## src/rtl/mem_arb_pkg.sv

```systemverilog
`default_nettype none
// ============================================================================
// Module      : mem_arb_pkg
// Description : Shared types and constants for the core-to-memory bus
//               arbiter: FSM state and grant encodings, the bus request
//               bundle, and access-size codes (log2 of the byte count).
// Revision    : 1.0 - initial release
// ============================================================================
package mem_arb_pkg;

    // Arbiter FSM states
    typedef enum logic [1:0] {
        IDLE = 2'd0,
        REQ  = 2'd1,
        WAIT = 2'd2
    } arb_state_t;

    // Owner of the current bus transaction
    typedef enum logic {
        GRANT_I = 1'b0,
        GRANT_D = 1'b1
    } grant_t;

    // Access size codes, log2 of the byte count
    localparam logic [2:0] MSIZE_1 = 3'd0;
    localparam logic [2:0] MSIZE_2 = 3'd1;
    localparam logic [2:0] MSIZE_4 = 3'd2;
    localparam logic [2:0] MSIZE_8 = 3'd3;

    // Width of the bus bundle at the default configuration
    localparam int BUS_ADDR_W = 64;
    localparam int BUS_DATA_W = 64;

    // One bus request as carried on the core-to-memory port
    typedef struct packed {
        logic                    write;
        logic [BUS_ADDR_W-1:0]   addr;
        logic [2:0]              size;
        logic [BUS_DATA_W/8-1:0] strobe;
        logic [BUS_DATA_W-1:0]   wdata;
    } bus_req_t;

endpackage
`default_nettype wire

```

## src/rtl/mem_arbiter.sv

```systemverilog
`default_nettype none
// ============================================================================
// Module      : mem_arbiter
// Description : Shares the single core-to-memory bus port between the fetch
//               stage (I) and the memory stage (D). The winning request is
//               latched, presented on the bus with a valid/ready handshake,
//               and the bus response is routed back to the winner as a
//               one-cycle ok pulse. One transaction outstanding at a time.
//               D has priority over I.
// Options     : MEM_ARB_STARVE_GUARD_EN - after STARVE_LIMIT consecutive D
//               grants made while I was waiting, the next contested
//               arbitration goes to I.
// Ports       : clk, reset (async, active-high)
//               ireq_*  / iresp_*  fetch request / response
//               dreq_*  / dresp_*  memory-stage request / response
//               breq_*  / bresp_*  bus request (valid/ready) / response
// Revision    : 1.0 - initial release
// ============================================================================
module mem_arbiter
    import mem_arb_pkg::*;
#(
    parameter int ADDR_W       = 64,
    parameter int DATA_W       = 64,
    parameter int STARVE_LIMIT = 4
) (
    input  logic                clk,
    input  logic                reset,
    // Fetch requester
    input  logic                ireq_valid,
    input  logic [ADDR_W-1:0]   ireq_addr,
    output logic                iresp_ok,
    output logic [DATA_W-1:0]   iresp_data,
    // Memory-stage requester
    input  logic                dreq_valid,
    input  logic                dreq_write,
    input  logic [ADDR_W-1:0]   dreq_addr,
    input  logic [2:0]          dreq_size,
    input  logic [DATA_W/8-1:0] dreq_strobe,
    input  logic [DATA_W-1:0]   dreq_wdata,
    output logic                dresp_ok,
    output logic [DATA_W-1:0]   dresp_data,
    // Bus
    output logic                breq_valid,
    input  logic                breq_ready,
    output logic                breq_write,
    output logic [ADDR_W-1:0]   breq_addr,
    output logic [2:0]          breq_size,
    output logic [DATA_W/8-1:0] breq_strobe,
    output logic [DATA_W-1:0]   breq_wdata,
    input  logic                bresp_valid,
    input  logic [DATA_W-1:0]   bresp_data
);

    if (STARVE_LIMIT < 1) begin : g_starveLimitCheck
        $error("mem_arbiter: STARVE_LIMIT must be at least 1");
    end

    arb_state_t          r_state;
    grant_t              r_grant;
    logic                r_breqValid;
    logic                r_breqWrite;
    logic [ADDR_W-1:0]   r_breqAddr;
    logic [2:0]          r_breqSize;
    logic [DATA_W/8-1:0] r_breqStrobe;
    logic [DATA_W-1:0]   r_breqWdata;

    logic w_anyReq;
    logic w_forceI;
    logic w_grantI;
    logic w_respFire;

    assign w_anyReq = ireq_valid || dreq_valid;
    // I wins only when D is absent, or when the starvation guard forces it.
    assign w_grantI = ireq_valid && (!dreq_valid || w_forceI);

`ifdef MEM_ARB_STARVE_GUARD_EN
    localparam int c_CNT_W = $clog2(STARVE_LIMIT + 1);

    logic [c_CNT_W-1:0] r_starveCnt;

    assign w_forceI = (r_starveCnt == c_CNT_W'(STARVE_LIMIT));

    // Counts D grants that overtook a waiting I; any I grant clears it.
    always_ff @(posedge clk or posedge reset) begin
        if (reset) begin
            r_starveCnt <= '0;
        end else if (r_state == IDLE && w_anyReq) begin
            if (w_grantI) begin
                r_starveCnt <= '0;
            end else if (ireq_valid && !w_forceI) begin
                r_starveCnt <= r_starveCnt + c_CNT_W'(1);
            end
        end
    end
`else
    assign w_forceI = 1'b0;
`endif

    // Arbitration FSM. The bus request fields come only from the registers
    // below, so they hold steady through any amount of backpressure.
    always_ff @(posedge clk or posedge reset) begin
        if (reset) begin
            r_state      <= IDLE;
            r_grant      <= GRANT_I;
            r_breqValid  <= 1'b0;
            r_breqWrite  <= 1'b0;
            r_breqAddr   <= '0;
            r_breqSize   <= '0;
            r_breqStrobe <= '0;
            r_breqWdata  <= '0;
        end else begin
            case (r_state)
                IDLE: begin
                    if (w_anyReq) begin
                        r_state     <= REQ;
                        r_breqValid <= 1'b1;
                        if (w_grantI) begin
                            r_grant      <= GRANT_I;
                            r_breqWrite  <= 1'b0;
                            r_breqAddr   <= ireq_addr;
                            r_breqSize   <= MSIZE_8;
                            r_breqStrobe <= '0;
                            r_breqWdata  <= '0;
                        end else begin
                            r_grant      <= GRANT_D;
                            r_breqWrite  <= dreq_write;
                            r_breqAddr   <= dreq_addr;
                            r_breqSize   <= dreq_size;
                            r_breqStrobe <= dreq_strobe;
                            r_breqWdata  <= dreq_wdata;
                        end
                    end
                end
                REQ: begin
                    if (breq_ready) begin
                        r_state     <= WAIT;
                        r_breqValid <= 1'b0;
                    end
                end
                WAIT: begin
                    if (bresp_valid) begin
                        r_state <= IDLE;
                    end
                end
                default: begin
                    r_state     <= IDLE;
                    r_breqValid <= 1'b0;
                end
            endcase
        end
    end

    // Response routing is combinational so the ok lands in the same cycle as
    // bresp_valid; data is zeroed outside the pulse to keep idle outputs quiet.
    assign w_respFire = (r_state == WAIT) && bresp_valid;
    assign iresp_ok   = w_respFire && (r_grant == GRANT_I);
    assign dresp_ok   = w_respFire && (r_grant == GRANT_D);
    assign iresp_data = iresp_ok ? bresp_data : '0;
    assign dresp_data = dresp_ok ? bresp_data : '0;

    assign breq_valid  = r_breqValid;
    assign breq_write  = r_breqWrite;
    assign breq_addr   = r_breqAddr;
    assign breq_size   = r_breqSize;
    assign breq_strobe = r_breqStrobe;
    assign breq_wdata  = r_breqWdata;

endmodule
`default_nettype wire

```

## config.mk

```make
export PLATFORM = sky130hd
export DESIGN_NAME = mem_arbiter
export DESIGN_NICKNAME = d
export VERILOG_FILES = /design/src/rtl/mem_arb_pkg.sv /design/src/rtl/mem_arbiter.sv
export SDC_FILE = /design/constraint.sdc
export NUM_CORES = 1
export LEC_CHECK = 0
export ABC_AREA = 1
export BUFFER_PORTS_ARGS = -buffer_cell sky130_fd_sc_hd__buf_2
export CAP_MARGIN = 10
export CELL_PAD_IN_SITES_DETAIL_PLACEMENT = 1
export CELL_PAD_IN_SITES_GLOBAL_PLACEMENT = 1
export CORE_AREA = 3 3 209 211
export CTS_BUF_LIST = sky130_fd_sc_hd__clkbuf_16
export CTS_CLUSTER_DIAMETER = 30
export CTS_CLUSTER_SIZE = 14
export DETAILED_ROUTE_END_ITERATION = 7
export DIE_AREA = 0 0 212 214
export GPL_ROUTABILITY_DRIVEN = 1
export GPL_TIMING_DRIVEN = 0
export PLACE_DENSITY_LB_ADDON = 0.3
export SLEW_MARGIN = 40
export SYNTH_ARGS = -nofsm -noshare
export SYNTH_HDL_FRONTEND = slang
export SYNTH_SLANG_ARGS = --single-unit
```

## constraint.sdc

```tcl
create_clock -name clk -period 11.81 [get_ports clk]
set_input_delay 1.7715 -clock clk [delete_from_list [all_inputs] [get_ports clk]]
set_output_delay 1.7715 -clock clk [all_outputs]
set_load 0.05 [all_outputs]
```

==> results.md, run 1 <==
* CTS tree: built
* Worst clock skew at 0.005064 ns
* Top achievable clock speed at ~210 MHz
* Starting Density at 0.1747
* Flops & latches, synth at 144
* Die outline height at 214 µm
* First-pass GRT wire length at between 50,000 and 60,000 µm
* Total gr overflow at 0
* CORE AREA at 0.04195 mm²
* Final hold violation count at 0
* Initial DRC Count at 304
* Worst setup path category: in -> out
* CTS Sinks at 144
* Row Count at 75
* Switching power at 1.798 mW
* Initial antenna violation count at 6
* Mapped Nets at 1,322
* Synth Cell Area at approximately 0.0073 mm²
* Pin count of the biggest net entering global routing at 70
* Clock buffer count from CTS at 17
* Pre-CTS WS at 6.936 ns
* Worst Path Buf+Inv at 4
* Pwr Total at 3.178 mW
* Post-synthesis sequential area ratio at 0.4918
* Relative slew slack at 0.6279
* Via count at between 8,000 and 9,000
* Tmin final at 4.831 ns
* CTS Root Cell: clkbuf_16
* Fin worst setup slack at 6.979 ns
* Max Cap Viol at 0
* Cell area power density at 280.8 mW/mm²
* Post-CTS sizing at 0
* Most common cell after layout, fill and taps aside: buf_2
* Synth area leader: dfrtp_1
* Setup TNS at 0 ns
* Synth unique cells at 14
* Syn. warnings at 0
* Area contributors post-synth: dfrtp_1 (49%), nand2_1 (24%), nand3_1 (9.8%), nor2_1 (6.9%), inv_1 (3.7%)
* Nets@finish at 1,886
* DRT Wirelength at between 40,000 and 50,000 µm
* CTS Buffer Depth at 2
* GRT Total Usage at 0.1740
* Critical path's most frequent cell: buf_2
* Share of layout cells above drive strength 1 at 0.3914
* Final GP Congestion at 0.8499
* Critical Path Source Type: primary input
* Final setup vio count at 0
* Most frequent cells in the layout: buf_2 (581), nand2_1 (474), dfrtp_1 (144)
* Logic pwr share at 0.576
* Top-Level Pins at 545
* Nature of the critical path endpoint: output port
* CP Cell Sequence: buf_2, nand3_1, buf_2, buf_4, nor2_1, buf_2
* Post-CTS Hold Fix Bufs at 0
* RSZ-0062 raised after global routing: no
* Clock share of power at 0.162
* Vias in the first global route at 9,434
* Max-slew violation count at 0
* Run status: complete, no violations
* Cell-internal power at 1.380 mW
* # DRC at 0
* Clk pin slew, worst setup/hold paths at 0.06 ns
* CP max stage delay at 0.33 ns
* Post-route ant nets at 0
* # port buffers at 543
* Util after Layout at 0.2698
* Worst IR Drop VDD at 0.1348 mV
* Worst path required time at 10.04 ns
* Worst min path class: reg -> reg
* Synthesized area per cell at roughly 7 µm²
* Seq pwr share at 0.262
* Post-CTS setup buffers at 0
* Critical Path Fanout Max at 10
* Area share of the largest cell type after synthesis at 0.4918
* P&R area growth vs syn at 54.44%
* Drt first pass iters at 4
* Final HPWL DP at 33,420 µm
* Worst Tran Pin Value at 0.5582 ns
* Avg WL per Cell at between 15 and 20 µm
* Sw Ratio at 0.5658
* H-Tree Level Count at 4
* Vias per std cell at 4.090
* Fin crit share at 0.4091
* Mapped Cells at around 1,000
* Die X at 212 µm
* Die Area at 0.04537 mm²
* Clk_lat worst skew at 0.45 ns
* P_leak at 7.244 nW
* Crit path DAT at 3.06 ns
* Slowest stage cell on the critical path: buf_2
* Delay-heaviest family, CP: buffers and inverters
## state kept, by name, summed over array words and instances, names as in the netlist
signal	flops
r_grant	1
r_state	2
breq_addr	64
breq_strobe	8
breq_write	1
breq_valid	1
breq_size	3
breq_wdata	64
## routing by layer
metal | GRT usage | part of all wire | vias up
li1 | - | - | 4304
met1 | 0.1739 | 0.36 | 4133
met2 | 0.3218 | 0.52 | 356
met3 | 0.05214 | 0.074 | 61
met4 | 0.09042 | 0.049 | 6
met5 | 0 | 0.00055 | -
## worst min-delay path, delay by kind of cell (launching register included)
family / cells / cell delay, ns
flip-flops: 1 / 0.33
AND/OR/NAND/NOR: 2 / 0.10
## layout make-up
type / count / area (µm²)
clock inverter: 15 / 103.9
buffer: 73 / 400.4
fill: 5341 / 30630
multi-input combinational: 757 / 3045
timing repair buffer: 545 / 2773
clock buffer: 17 / 425.4
antenna: 2 / 5.005
sequential: 144 / 3603
tap: 539 / 674.4
inverter: 74 / 285.3
## through the flow
stage	hold WS, ns	instances	cell area (µm²)
after global placement	0.4509	2130	10720
final	0.4637	2166	11320
after detailed placement	0.4530	2132	10780
after CTS	0.4685	2164	11310
after floorplan	0.5291	1048	7327
after global routing	0.4842	2165	11310
## power by group through the flow
stage                     clock [mW]  sequential [mW]  combinational, mW
final                          0.514            0.833               1.83
after global routing           0.560            0.863               1.97
after CTS                      0.538            0.835               1.87
after detailed placement           0            0.837               1.87
after global placement             0            0.831               1.86
after floorplan                    0             1.57              0.555
## synth_stat cells, drive strengths merged
| cell type | n |
|---|---|
| dfrtp | 144 |
| o21ai | 3 |
| nand2 | 475 |
| buf | 60 |
| nand3 | 143 |
| nor2 | 136 |
| inv | 74 |
| clkbuf | 13 |
## worst paths after layout
path	start	end	slack [ns]	cells past startpoint
max	bresp_valid	dresp_data[50]	6.98	6
min	breq_wdata[14]	breq_wdata[14]	0.46	2
max reg2reg	r_state[0]	breq_wdata[42]	10.14	5
min reg2reg	breq_wdata[14]	breq_wdata[14]	0.46	2
max in group asynchronous	reset	breq_wdata[14]	9.93	3
min in group asynchronous	reset	breq_addr[28]	1.25	2
## cells by family after synthesis
| logic type | share of synthesized area |
|---|---|
| and+or+nand+nor | 0.4121 |
| buffers and inverters | 0.09255 |
| DFF | 0.4918 |
| AOI/OAI and AO/OA | 0.003587 |
Note: power is estimated with default switching activity, not from simulation.
==> run 2, diff against run 1 <==
Settings changed: CORE_AREA 3 3 209 211 to 3 3 211 213, DIE_AREA 0 0 212 214 to 0 0 214 216.
Clock period 11.81 ns to 4.6 ns, I/O delays scaled along.
==> run 2 against run 1 <==
  * Worst setup slack got worse by 5.3 ns
  * First-iteration DRC count down 6.3%
  * Flip-flop and latch count did not move
  * Clock-buffer cell count unchanged
  * Clock power grew to 2.9 times the previous value
  * Critical path depth rose by 1
  * Sequential power rose to 2.6 times the previous value
  * Largest cell class unchanged
==> results.md, run 2 (synthesis gave the netlist of run 1 again) <==
* P&R area growth vs syn at 56.22%
* GRT Total Usage at 0.1786
* # DRC at 0
* Clk pin slew, worst setup/hold paths at 0.07 ns
* Share of layout cells above drive strength 1 at 0.3908
* Reg-to-Reg Start: r_state[0]
* Post-CTS sizing at 0
* CORE AREA at ~0.043 mm²
* Worst Path Buf+Inv at 4
* Max-slew violation count at 0
* Top achievable clock speed at 348.3 MHz
* CP max stage delay at around 0.44 ns
* Post-CTS setup buffers at 0
* Worst path required time at roughly 3.9 ns
* Clk_lat worst skew at between 0.4 and 0.5 ns
* Most common cell after layout, fill and taps aside: buf_2
* Max Cap Viol at 0
* Final GP Congestion at 0.9711
* Met1 Usage GRT at 0.1786
* Worst Tran Pin Value at 0.7285 ns
* Most frequent cells in the layout: buf_2 (581), nand2_1 (474), dfrtp_1 (144)
* Worst IR Drop VDD at 0.2608 mV
* Top-Level Pins at 545
* Vias per std cell at between 4 and 5
* Tmin final at approximately 2.9 ns
* Met3 usage at 0.06336
* DRT Wirelength at 41,780 µm
* Clock buffer count from CTS at 17
* Post-CTS Hold Fix Bufs at 0
* Global-route met2 utilization at 0.3281
* Drt first pass iters at 4
* Setup TNS at 0 ns
* CTS tree: built
* Post-route ant nets at 0
* Nets@finish at 1,886
* Via count at about 8,900
* P_leak at 7.268 nW
* Die Area at 0.04622 mm²
* Crit path from: r_state[0]
* Pre-CTS WS at slightly above 2 ns
* CTS Root Cell: clkbuf_16
* Final HPWL DP at between 30,000 and 40,000 µm
* Global route hottest layer: met2
* Fin worst setup slack at about 1.7 ns
* CTS Sinks at around 140
* Critical Path Fanout Max at 10
* Total gr overflow at 0
* Delay-heaviest family, CP: buffers and inverters
* Run status: complete, no violations
* Initial antenna violation count at 10
* H-Tree Level Count at 4
* CP Cell Sequence: inv_1, nand2_1, inv_1, nand3_1, buf_2, nor2_1, buf_2
* WHS at 0.1297 ns
* Vias in the first global route at 9,570
* Avg WL per Cell at 18.89 µm
* CTS Buffer Depth at 2
* Cell area power density at 729.5 mW/mm²
* Fillers at 5,494
* Worst min path class: in -> async
* Multi-input combinational cell area at 0.003045 mm²
* Worst setup path category: reg -> out
* Initial DRC Count at 285
* Starting Density at 0.1708
* Nature of the critical path endpoint: output port
* Slowest stage cell on the critical path: dfrtp_1
* FF+latch area at 0.003603 mm²
* Worst clock skew at 0.006109 ns
* Crit path DAT at 2.18 ns
* Die outline height at 216 µm
* Relative slew slack at 0.5143
* Critical Path Source Type: flop
* Final hold violation count at 0
* First-pass GRT wire length at 61,530 µm
* RSZ-0062 raised after global routing: no
* Final setup vio count at 0
* Row Count at 76
* Pin count of the biggest net entering global routing at 70
* Post-Place Cells at between 2,000 and 2,500
* # port buffers at 543
* Die X at between 200 and 250 µm
* Post-route insts no fill at 2,212
* Fin crit share at 0.6242
-- run 2: changes by cell type in the layout (fill, tap and decap cells not counted), sizes merged --
cell,before,now
inv,77,76
bufinv,1,4
clkinvlp,1,2
clkinv,10,7
-- run 2: final timing paths --
kind,slack [ns],depth (start not counted),endpoint
max,1.73,7,iresp_data[7]
min,0.13,2,breq_addr[43]
max reg2reg,2.77,6,breq_addr[43]
min reg2reg,0.47,2,breq_wdata[9]
max in group asynchronous,3.87,3,breq_wdata[18]
min in group clk,0.47,2,breq_wdata[9]
-- run 2: worst register-to-register path, cell delays in order, from the launching register on --
cell and delay (ns):
dfrtp_1 0.44, nor2_4 0.27, o21ai_4 0.15, inv_2 0.12, clkbuf_1 0.44, nand2_1 0.24, nand2_1 0.11
-- run 2: area by class of cell --
class                   count  area share
inverters                  74     0.02492
repair buffers            545      0.2422
clock inverters            15     0.01541
multi-input cells         757      0.2661
clock buffers              17     0.03717
plain buffers              73     0.03498
flip-flops and latches    144      0.3148
diodes                      2   0.0004373
well taps                 585     0.06395
-- run 2: power breakdown --
part	internal, mW	switching (mW)
Clock	0.893	0.593
Combinational	0.980	3.75
Sequential	1.83	0.297
Total	3.71	4.64
-- run 2: metal layers --
metal,up-vias,share of wire
li1,4300,-
met1,4109,0.36
met2,378,0.51
met3,67,0.078
met4,12,0.047
met5,-,0.0017
-- run 2: stage by stage --
step / area [µm²] / util / total power, mW
floorplan: 7327 / - / 5.467
global placement: 10780 / 0.2513 / 6.930
detailed placement: 10840 / 0.2527 / 6.989
CTS: 11440 / 0.2668 / 8.514
global route: 11440 / 0.2668 / 8.893
finish: 11450 / 0.2669 / 8.349
==> run 3, diff against run 2 <==
Clock period 4.6 ns to 2.8 ns, I/O delays scaled along.
==> run 3 against run 2 <==
  * Worst hold slack better by 0.062 ns
  * Critical path type unchanged
  * Cell count up 0.32%
  * Sequential power is 65% higher
  * Via count increased by 0.43%
  * Design area barely moved
==> results.md, run 3 (synthesis gave the netlist of run 1 again) <==
* Final hold violation count at 0
* Die X at 214 µm
* Worst Tran Pin Value at around 0.6 ns
* Final GP Congestion at around 1
* WHS at 0.1914 ns
* Multi-input combinational cell area at 0.003045 mm²
* # DRC at 0
* Pin count of the biggest net entering global routing at 24
* Top achievable clock speed at 384.4 MHz
* CORE AREA at approximately 0.043 mm²
* Drt first pass iters at 5
* Worst IR Drop VDD at 0.5252 mV
* H-Tree Level Count at 4
* Critical Path Source Type: flop
* Total gr overflow at 0
* Clk_lat worst skew at around 0.46 ns
* Vias in the first global route at 9,505
* CTS Buffer Depth at 2
* CTS Root Cell: clkbuf_16
* Share of layout cells above drive strength 1 at 0.3933
* Most common cell after layout, fill and taps aside: buf_2
* CTS Sinks at around 140
* Row Count at 76
* Slowest stage cell on the critical path: dfrtp_1
* DRT Wirelength at 42,070 µm
* Cell area power density at 1170 mW/mm²
* Relative slew slack at 0.5978
* RSZ-0062 raised after global routing: no
* Util after Layout at 0.2672
* Die outline height at 216 µm
* FF+latch area at 0.003603 mm²
* Clk pin slew, worst setup/hold paths at 0.06 ns
* Worst min path class: in -> reg
* Vias per std cell at around 4.0
* Crit path DAT at 2.18 ns
* Initial antenna violation count at 12
* CP max stage delay at 0.44 ns
* Fin crit share at 0.9291
* Worst setup path category: reg -> out
* Post-route ant nets at 0
* Worst path required time at around 2.4 ns
* Pwr Total at 13.41 mW
* Clock buffer count from CTS at 17
* Worst Path Buf+Inv at 5
* CP Cell Sequence: inv_1, nand2_1, inv_1, nand3_1, buf_2, buf_4, nor2_1, buf_2
* Max-slew violation count at 0
* Most frequent cells in the layout: buf_2 (581), nand2_1 (474), dfrtp_1 (144)
* Starting Density at 0.1708
* Run status: complete, no violations
* Fillers at between 5,000 and 6,000
* Max Cap Viol at 0
* Final setup vio count at 0
* GRT Total Usage at 0.1792
* Nature of the critical path endpoint: output port
* Critical Path Fanout Max at 10
* Post-Place Cells at around 2,200
* First-pass GRT wire length at 61,550 µm
* Avg WL per Cell at 18.96 µm
* Post-route insts no fill at approximately 2,200
* Final HPWL DP at 35,390 µm
* # port buffers at 543
* Initial DRC Count at 285
* Via count at 8,904
* P_leak at about 7.3 nW
* Top-Level Pins at roughly 550
* Die Area at 0.04622 mm²
* Delay-heaviest family, CP: buffers and inverters
* Worst clock skew at 0.01896 ns
* Nets@finish at around 1,900
* Setup TNS at 0 ns
* Post-CTS sizing at 0
* P&R area growth vs syn at 56.37%
* Tmin final at roughly 2.6 ns
* CTS tree: built
==> run 3: power by group <==
part           internal (mW)  switching, mW
Combinational           1.62           6.12
Clock                   1.19          0.950
Sequential              3.01          0.512
==> run 3: tightest hold or removal path: stages <==
cell and delay [ns]:
buf_2 0.08, nand3_1 0.06, nand2_1 0.06
==> run 3: stage by stage <==
step | instance area [µm²] | setup WS [ns]
detailed placement | 10910 | 0.6176
finish | 11460 | 0.1986
global placement | 10780 | -0.7196
global route | 11450 | 0.01343
CTS | 11450 | 0.08887
floorplan | 7331 | 0.5750
==> run 3: layout make-up <==
type / instances / share of cell area
Sequential cell: 144 / 0.3145
Multi-Input combinational cell: 757 / 0.2658
Clock inverter: 15 / 0.009064
Clock buffer: 17 / 0.03713
Tap cell: 585 / 0.06389
Antenna cell: 4 / 0.0008737
Timing Repair Buffer: 550 / 0.2492
Inverter: 74 / 0.02457
Buffer: 73 / 0.03495
==> run 3: repair_timing <==
action	in CTS	in global routing
setup buffers	0	0
hold buffers	1	0
setup endpoints to repair	0	0
hold endpoints to repair	16	0
==> run 3: final timing paths <==
path / from / endpoint / slack, ns / depth (start not counted)
worst max-delay path: r_state[0] / iresp_data[33] / 0.20 / 8
worst min-delay path: dreq_wdata[40] / breq_wdata[40] / 0.19 / 3
worst max register to register: r_state[0] / breq_size[1] / 1.08 / 5
worst min register to register: breq_wdata[41] / breq_wdata[41] / 0.46 / 2
max in group asynchronous: reset / breq_wdata[11] / 1.52 / 5
min in group asynchronous: reset / breq_valid / 0.57 / 3
==> run 3: per-layer routing <==
layer,up-vias,share of wire,GRT usage,wire length (µm)
met1,4112,0.36,0.1796,15360
met4,14,0.041,0.08372,1738
li1,4316,-,-,-
met2,386,0.51,0.3290,21580
met3,76,0.078,0.06674,3299
met5,-,0.0023,0,97
